## src/rtl/irq_pkg.sv

```systemverilog
// Shared definitions for the interrupt input conditioner and the
// APB interrupt controller.
package irq_pkg;

    localparam logic [1:0] IRQ_MODE_RISE  = 2'b00;
    localparam logic [1:0] IRQ_MODE_FALL  = 2'b01;
    localparam logic [1:0] IRQ_MODE_BOTH  = 2'b10;
    localparam logic [1:0] IRQ_MODE_LEVEL = 2'b11;

    localparam int IRQ_NUM_DEFAULT = 4;

endpackage

```

## src/rtl/irq_input_conditioner_if.sv

```systemverilog
// Configuration, raw-line and conditioned-output bundle of the
// interrupt input conditioner.
interface irq_input_conditioner_if #(
    parameter int NUM_IRQ   = 4,
    parameter int DEB_CNT_W = 8
);

    logic                   enable_i;
    logic [NUM_IRQ-1:0]     irq_raw_i;
    logic [2*NUM_IRQ-1:0]   mode_i;
    logic [DEB_CNT_W-1:0]   deb_cycles_i;
    logic [NUM_IRQ-1:0]     irq_trigger_o;
    logic [NUM_IRQ-1:0]     filt_level_o;

    modport master (
        output enable_i,
        output irq_raw_i,
        output mode_i,
        output deb_cycles_i,
        input  irq_trigger_o,
        input  filt_level_o
    );

    modport slave (
        input  enable_i,
        input  irq_raw_i,
        input  mode_i,
        input  deb_cycles_i,
        output irq_trigger_o,
        output filt_level_o
    );

endinterface

```

## src/rtl/irq_glitch_filter.sv

```systemverilog
// One interrupt line: synchroniser, stable-count glitch filter and
// registered edge/level trigger generation.
module irq_glitch_filter
    import irq_pkg::*;
#(
    parameter int SYNC_STAGES = 2,
    parameter int DEB_CNT_W   = 8
) (
    input  logic                 pclk_i,
    input  logic                 rst_i,
    input  logic                 enable_i,
    input  logic                 raw_i,
    input  logic [1:0]           mode_i,
    input  logic [DEB_CNT_W-1:0] deb_cycles_i,
    output logic                 trigger_o,
    output logic                 level_o
);

    logic [SYNC_STAGES-1:0] sync_q;
    logic [SYNC_STAGES-1:0] sync_d;
    logic                   s;
    logic                   lvl_q;
    logic                   lvl_d;
    logic [DEB_CNT_W-1:0]   cnt_q;
    logic [DEB_CNT_W-1:0]   cnt_d;
    logic                   trig_q;
    logic                   trig_d;
    logic [DEB_CNT_W:0]     deb_eff;
    logic [DEB_CNT_W:0]     cnt_inc;
    logic                   rise;
    logic                   fall;

    assign sync_d = {sync_q[SYNC_STAGES-2:0], raw_i};
    assign s      = sync_q[SYNC_STAGES-1];

    // Compare one bit wider than the counter so D=255 never wraps.
    always_comb begin
        deb_eff = (deb_cycles_i == '0) ? (DEB_CNT_W+1)'(1)
                                       : {1'b0, deb_cycles_i};
        cnt_inc = {1'b0, cnt_q} + (DEB_CNT_W+1)'(1);
        lvl_d   = lvl_q;
        cnt_d   = cnt_q;
        rise    = 1'b0;
        fall    = 1'b0;
        if (enable_i) begin
            if (s == lvl_q) begin
                cnt_d = '0;
            end else if (cnt_inc >= deb_eff) begin
                lvl_d = s;
                cnt_d = '0;
                rise  = s;
                fall  = ~s;
            end else begin
                cnt_d = cnt_inc[DEB_CNT_W-1:0];
            end
        end
    end

    always_comb begin
        trig_d = 1'b0;
        if (enable_i) begin
            unique case (mode_i)
                IRQ_MODE_RISE:  trig_d = rise;
                IRQ_MODE_FALL:  trig_d = fall;
                IRQ_MODE_BOTH:  trig_d = rise | fall;
                IRQ_MODE_LEVEL: trig_d = lvl_d;
            endcase
        end
    end

    always_ff @(posedge pclk_i or posedge rst_i) begin
        if (rst_i) begin
            sync_q <= '0;
            lvl_q  <= 1'b0;
            cnt_q  <= '0;
            trig_q <= 1'b0;
        end else begin
            sync_q <= sync_d;
            lvl_q  <= lvl_d;
            cnt_q  <= cnt_d;
            trig_q <= trig_d;
        end
    end

    assign trigger_o = trig_q;
    assign level_o   = lvl_q;

endmodule

```

## src/rtl/irq_input_conditioner.sv

```systemverilog
// Per-line synchronise, debounce and edge/level conversion of raw
// peripheral interrupts ahead of the interrupt controller.
module irq_input_conditioner
    import irq_pkg::*;
#(
    parameter int NUM_IRQ     = IRQ_NUM_DEFAULT,
    parameter int SYNC_STAGES = 2,
    parameter int DEB_CNT_W   = 8
) (
    input  logic                    pclk_i,
    input  logic                    rst_i,
    irq_input_conditioner_if.slave  bus
);

    for (genvar i = 0; i < NUM_IRQ; i++) begin : g_line
        irq_glitch_filter #(
            .SYNC_STAGES (SYNC_STAGES),
            .DEB_CNT_W   (DEB_CNT_W)
        ) u_filt (
            .pclk_i       (pclk_i),
            .rst_i        (rst_i),
            .enable_i     (bus.enable_i),
            .raw_i        (bus.irq_raw_i[i]),
            .mode_i       (bus.mode_i[2*i +: 2]),
            .deb_cycles_i (bus.deb_cycles_i),
            .trigger_o    (bus.irq_trigger_o[i]),
            .level_o      (bus.filt_level_o[i])
        );
    end

endmodule

```

## src/flat_wrapper.sv

```systemverilog
// flat-port wrapper written by rule: the top's interface ports become plain ports
module irq_input_conditioner_flat import irq_pkg::*;
#(
    parameter int NUM_IRQ     = IRQ_NUM_DEFAULT,
    parameter int SYNC_STAGES = 2,
    parameter int DEB_CNT_W   = 8
)
  (pclk_i, rst_i, bus_enable_i, bus_irq_raw_i, bus_mode_i, bus_deb_cycles_i, bus_irq_trigger_o, bus_filt_level_o);
  irq_input_conditioner_if #(.NUM_IRQ(NUM_IRQ), .DEB_CNT_W(DEB_CNT_W)) bus_i ();
  input  logic pclk_i;
  input  logic rst_i;
  input wire logic [$bits(bus_i.enable_i)-1:0] bus_enable_i;
  input wire logic [$bits(bus_i.irq_raw_i)-1:0] bus_irq_raw_i;
  input wire logic [$bits(bus_i.mode_i)-1:0] bus_mode_i;
  input wire logic [$bits(bus_i.deb_cycles_i)-1:0] bus_deb_cycles_i;
  output wire logic [$bits(bus_i.irq_trigger_o)-1:0] bus_irq_trigger_o;
  output wire logic [$bits(bus_i.filt_level_o)-1:0] bus_filt_level_o;
  assign bus_i.enable_i = bus_enable_i;
  assign bus_i.irq_raw_i = bus_irq_raw_i;
  assign bus_i.mode_i = bus_mode_i;
  assign bus_i.deb_cycles_i = bus_deb_cycles_i;
  assign bus_irq_trigger_o = bus_i.irq_trigger_o;
  assign bus_filt_level_o = bus_i.filt_level_o;
  irq_input_conditioner #(.NUM_IRQ(NUM_IRQ), .SYNC_STAGES(SYNC_STAGES), .DEB_CNT_W(DEB_CNT_W)) u_core (.pclk_i(pclk_i), .rst_i(rst_i), .bus(bus_i));
endmodule
```

## config.mk

```make
export PLATFORM = sky130hd
export DESIGN_NAME = irq_input_conditioner_flat
export DESIGN_NICKNAME = d
export VERILOG_FILES = /design/src/rtl/irq_pkg.sv /design/src/rtl/irq_input_conditioner_if.sv /design/src/rtl/irq_glitch_filter.sv /design/src/rtl/irq_input_conditioner.sv /design/src/flat_wrapper.sv
export SDC_FILE = /design/constraint.sdc
export NUM_CORES = 1
export LEC_CHECK = 0
export ABC_AREA = 1
export BUFFER_PORTS_ARGS = -buffer_cell sky130_fd_sc_hd__buf_2
export CAP_MARGIN = 25
export CORE_UTILIZATION = 60
export DETAILED_ROUTE_END_ITERATION = 7
export PLACE_DENSITY = 0.79
export SLEW_MARGIN = 40
export SYNTH_ARGS = -nofsm -noshare
export SYNTH_HDL_FRONTEND = slang
export SYNTH_SLANG_ARGS = --single-unit
export TNS_END_PERCENT = 10
```

## constraint.sdc

```tcl
create_clock -name pclk_i -period 3.5 [get_ports pclk_i]
set_clock_uncertainty 0.2 [all_clocks]
set_input_delay 0.7 -clock pclk_i [delete_from_list [all_inputs] [get_ports pclk_i]]
set_output_delay 0.7 -clock pclk_i [all_outputs]
set_load 0.02 [all_outputs]
```

---- After elaboration in Yosys (flattened, before gate mapping) ----
Index checks and enable logic that the tools add are counted.
word-level totals
  bits in registers ....................... 48
  input bits .............................. 23
  output and inout bits ................... 8
  word-level logic and storage cells ...... 106
operators by class
  add/subtract/negate cells ............... 4
  order comparisons ....................... 4
  equality and inequality tests ........... 16
  multiplexer cells ....................... 53
  bitwise gates (word level) .............. 8
  reductions and logical operators ........ 5
operators with widths
  operator                                       number
  two-way mux 8 bit                              9
  two-way mux 1 bit                              40
  adder 8 x 1 -> 9 bit, second input constant    4
  greater-or-equal comparator 9 x 8 -> 1 bit     2
  greater-or-equal comparator 9 bit              2
  == test 2 bit, second input constant           8
  one-hot mux 1 bit (4 select lines)             4
  == test 2 x 1 -> 1 bit, second input constant  4
  zero test 2 bit                                4
  zero test 8 bit                                1
  == test 1 bit                                  4
  inverter 1 bit                                 4
  OR 1 bit                                       4

---- Longest topological paths before layout ----
  word-level depth ........................ 9
  mapped depth ............................ 22
  gate-level depth less buffers ........... 22

---- Hierarchy ----
A second synthesis with hierarchy kept.
second synthesis, totals
  cell total of the unflattened synthesis .. 464
  area, all modules ....................... 3,533.4 um2
by module, submodules not included
  module             instances  cells each  area an instance (um2)  seq. area each (um2)
  irq_glitch_filter  4          116         883.3                   300.3

---- Worst setup path before layout ----
No wires, ideal clock.
  path kind ............................... in2reg
  from .................................... input port bus_deb_cycles_i[1]
  to ...................................... register u_core.g_line[3].u_filt.trig_q
  setup time .............................. 0.113 ns
  arrival time ............................ 2.474 ns
  required time ........................... 3.187 ns
  setup slack ............................. 0.713 ns
  cell stages on the path ................. 20
  path buffers ............................ 1
  cell sequence ........................... nor4_1 -> a41o_1 -> ha_1 -> inv_1 -> nand2_1 -> a21oi_1 -> nand2_1 -> nand2_1 -> nand2_1 -> nand2_1 -> nand2_1 -> nand2_1 -> nand2_1 -> nand2_1 -> nand2_2 -> buf_6 -> a21oi_1 -> nand3_1 -> nand2_1 -> inv_1
between the ends
  word-level cells in the longest chain between the ends .. 9
  elaborated cells on any way between the ends .. 15
  those cells by class .................... order compare: 1; mux: 12; bitwise: 1; reduce/logical: 1
RTL lines
  element                                 RTL line                 RTL
  start: declaration                      flat_wrapper.sv:15       input wire logic [$bits(bus_i.deb_cycles_i)-1:0] bus_deb_cycles_i;
  zero test 8 bit                         irq_glitch_filter.sv:38  deb_eff = (deb_cycles_i == '0) ? (DEB_CNT_W+1)'(1)
  two-way mux 8 bit (*)                   irq_glitch_filter.sv:38
  greater-or-equal comparator 9 bit (*)   irq_glitch_filter.sv:48  end else if (cnt_inc >= deb_eff) begin
  two-way mux 1 bit                       irq_glitch_filter.sv:48
  two-way mux 1 bit                       irq_glitch_filter.sv:46  if (s == lvl_q) begin
  two-way mux 1 bit                       irq_glitch_filter.sv:45  if (enable_i) begin
  OR 1 bit                                irq_glitch_filter.sv:65  IRQ_MODE_BOTH: trig_d = rise | fall;
  one-hot mux 1 bit (4 select lines) (*)  irq_glitch_filter.sv:62  unique case (mode_i)
  two-way mux 1 bit (*)                   irq_glitch_filter.sv:61  if (enable_i) begin
  via u_core.g_line[3].u_filt.trig_d      irq_glitch_filter.sv:27  logic trig_d;
  end signal: assignment                  irq_glitch_filter.sv:81  trig_q <= trig_d;
  end: declaration                        irq_glitch_filter.sv:26  logic trig_q;
The timed path passes the listed nets; every way through them passes the cells marked *.
A chain may end at the register's enable or synchronous reset.

---- Worst setup path after layout ----
  from .................................... input port bus_deb_cycles_i[2]
  to ...................................... register u_core.g_line[3].u_filt.trig_q
between the ends
  elaborated cells on any way between the ends .. 15
  those cells by class .................... order compare: 1; mux: 12; bitwise: 1; reduce/logical: 1
RTL lines
  element                                 RTL line                 RTL
  zero test 8 bit                         irq_glitch_filter.sv:38
  two-way mux 8 bit (*)                   irq_glitch_filter.sv:38
  greater-or-equal comparator 9 bit (*)   irq_glitch_filter.sv:48
  two-way mux 1 bit (*)                   irq_glitch_filter.sv:48
  two-way mux 1 bit (*)                   irq_glitch_filter.sv:46
  two-way mux 1 bit (*)                   irq_glitch_filter.sv:45
  via u_core.g_line[3].u_filt.lvl_d       irq_glitch_filter.sv:23  logic lvl_d;
  one-hot mux 1 bit (4 select lines) (*)  irq_glitch_filter.sv:62
  two-way mux 1 bit (*)                   irq_glitch_filter.sv:61
  via u_core.g_line[3].u_filt.trig_d      irq_glitch_filter.sv:27
Marks and branches as above.

==> metrics.txt <==
crit path from=bus_deb_cycles_i[2]; fmax=0.3481 GHz; met2 routed WL=3.293 mm; Hold/Removal Path Class=reg -> reg; starting density of the core=between 60% and 70%; DRT Wirelength=6.848 mm; GRT Overall Usage=25.01%; DR DRC count=0; syn_area_per_cell=7.680 sq um; largest net degree at the start of global routing=49; initial DRC count=around 120; Critical Path AT=between 2000 and 3000 ps; Warnings, synthesis=0; Slew @ Worst Pin=599.1 ps; Period Utilization, post-route=82.08%; clk_lat worst skew=310 ps; RSZ-0062 raised after global routing=no; endpoints failing setup=0; IO buf count=30; Root Driver=clkbuf_8; TritonRoute pass-1 iters=4; first-pass GRT wire length=11.94 mm; cts repair resizes=0; commonest non-fill, non-tap cells in the layout=97 x nand2_1, 82 x inv_1, 48 x dfrtp_1, 30 x nand3_1, 30 x buf_2; Slew HR=60.06%; CTS tree=built; hold wc startpoint=u_core.g_line[1].u_filt.sync_q[0]$_DFF_PP0_; commonest non-fill, non-tap cell in the layout=nand2_1; Mapped Area=3441 sq um; dominant synthesized flop cell=dfrtp_1; Routed Antenna Nets=0; max-slew violation count=0; cts hold-fix bufs=0; routability cong.=approximately 0.85; Hold Vio Cnt, Final=0; Die W=77.73 microns; Crit path required time=3510 ps; top fanout value on the critical path=12; Max Cap Viol=0; wl on met1=3.193 mm; met3 WL=243 microns; layout cells sized above 1=13.77%; clock buffer count from CTS=5; CTS Sinks=48; Overall Power=between 0.0015 and 0.002 W; die area=around 6000 sq um; Worst-path clk slew=90 ps; layout net count=523; synthesized instance count=roughly 450; HPWL Detailed=5.102 mm; Bufs on Longest Clock Path=2; Power Density=441.2 nW/um^2; Post-synth ARST share=100.0%; initial antenna violation count=0; core area=5507 sq um; ant diodes=0; Layout area overhead=7.054%; die height=between 70 and 80 microns; Synth cell types=37; io pins=31; # H-tree levels=2; row count=27; Post-synth EDFFs=0; startpoint types=input port; Lkg Pwr=about 2.0 nW; Crit. End Element=flip-flop; register area share after synthesis=34.91%; vias in the first global route=2,711; Post-CTS Setup Repair Bufs=0; total grt overflow=0; flip-flop and latch count after synthesis=48; Setup TNS=0 ps; top sig layer=met4; Worst R2R Start=u_core.g_line[0].u_filt.cnt_q[0]$_DFFE_PP0P_; Crit Path Class=in -> reg; Avg WL per Cell=12.59 microns; status=finished, final reports clean; IR drop worst, VDD=~0.00035 V; Via Count=2,873; Tmin final=2873 ps; synthesized net count=500; Vias/cell=5.281
==> power breakdown <==
part           internal, W  switching [W]
Sequential        0.000633      0.0000852
Combinational     0.000210       0.000342
Clock             0.000161       0.000194
==> final timing paths <==
| check | end | slack [ps] | cells past startpoint |
|---|---|---|---|
| max reg2reg | u_core.g_line[0].u_filt.cnt_q[0]$_DFFE_PP0P_ | 680 | 12 |
| max | u_core.g_line[3].u_filt.trigger_o$_DFF_PP0_ | 630 | 22 |
| min in group asynchronous | u_core.g_line[0].u_filt.sync_q[0]$_DFF_PP0_ | 250 | 2 |
| min | u_core.g_line[1].u_filt.sync_q[1]$_DFF_PP0_ | 150 | 0 |
| min reg2reg | u_core.g_line[1].u_filt.sync_q[1]$_DFF_PP0_ | 150 | 0 |
| max in group asynchronous | u_core.g_line[0].u_filt.cnt_q[6]$_DFFE_PP0P_ | 2430 | 2 |
==> through the flow <==
step / instance area, sq um / utilization (%) / setup WS [ps] / hold slack (ps) / std cells
floorplan: 3441 / - / 712.9 / 131.2 / 448
global placement: 3587 / 65.14 / 313.4 / 135.4 / 536
detailed placement: 3590 / 65.19 / 297.3 / 136.5 / 536
CTS: 3684 / 66.89 / 623.5 / 157.0 / 544
global route: 3684 / 66.89 / 317.9 / 168.5 / 544
finish: 3684 / 66.89 / 627.2 / 154.6 / 544
==> critical path: stages <==
cell     delay [ps]
buf_2           140
nor4_1          260
a41o_1          290
ha_1            250
inv_1            60
nand2_1          40
a21oi_1         120
nand2_1          60
nand2_1          60
nand2_1          40
nand2_1          50
nand2_1          50
nand2_1          60
nand2_1          40
nand2_1          80
nand2_2         160
nand3_1         110
nand2_1          80
nand2_1          70
nand3_1          60
nand2_1          60
inv_1            40
==> per-layer routing <==
| metal | vias up | GRT usage, % |
|---|---|---|
| met1 | 1322 | 31.83 |
| li1 | 1494 | - |
| met3 | 8 | 3.529 |
| met4 | 0 | 8.868 |
| met2 | 49 | 43.19 |
| met5 | - | 0 |
==> logic make-up (layout without fill, tap and decap cells) <==
logic type,after synthesis,after routing,synth area share (%)
adders and majority gates,29,29,10.55
and+or+nand+nor,185,185,25.20
AOI/OAI and AO/OA,59,59,10.95
DFF,48,48,34.91
muxes,2,2,0.5818
buffers and inverters,106,130,12.98
xor gates and xnor gates,19,19,4.836
==> sequential cells by signal, summed over array words and instances, names as in the netlist <==
register,flops
u_core.g_line.u_filt.trigger_o,4
u_core.g_line.u_filt.cnt_q,32
u_core.g_line.u_filt.sync_q,8
u_core.g_line.u_filt.level_o,4
==> cell type report <==
| cell class | count | area, sq um |
|---|---|---|
| sequential | 48 | 1201 |
| timing repair buffer | 32 | 165.2 |
| multi-input combinational | 294 | 1793 |
| fill | 486 | 1823 |
| clock inverter | 1 | 7.507 |
| inverter | 90 | 340.3 |
| clock buffer | 7 | 86.33 |
| tap | 72 | 90.09 |
==> Yosys cell counts (4+ instances only) <==
library cell | instances | share of area (%)
nand2_1 | 97 | 11
inv_1 | 83 | 9.1
dfrtp_1 | 48 | 35
nand3_1 | 30 | 4.4
ha_1 | 29 | 11
a21oi_1 | 21 | 3.1
nor2_1 | 20 | 2.2
xor2_1 | 19 | 4.8
o22ai_1 | 14 | 2.5
nand2_2 | 11 | 2.0
buf_4 | 9 | 2.0
o32ai_1 | 8 | 2.0
nand4_1 | 7 | 1.3
clkbuf_1 | 5 | 0.55
inv_2 | 4 | 0.44
nand3_2 | 4 | 1.2
o31ai_1 | 4 | 0.87
(Power assumes the default switching activity.)
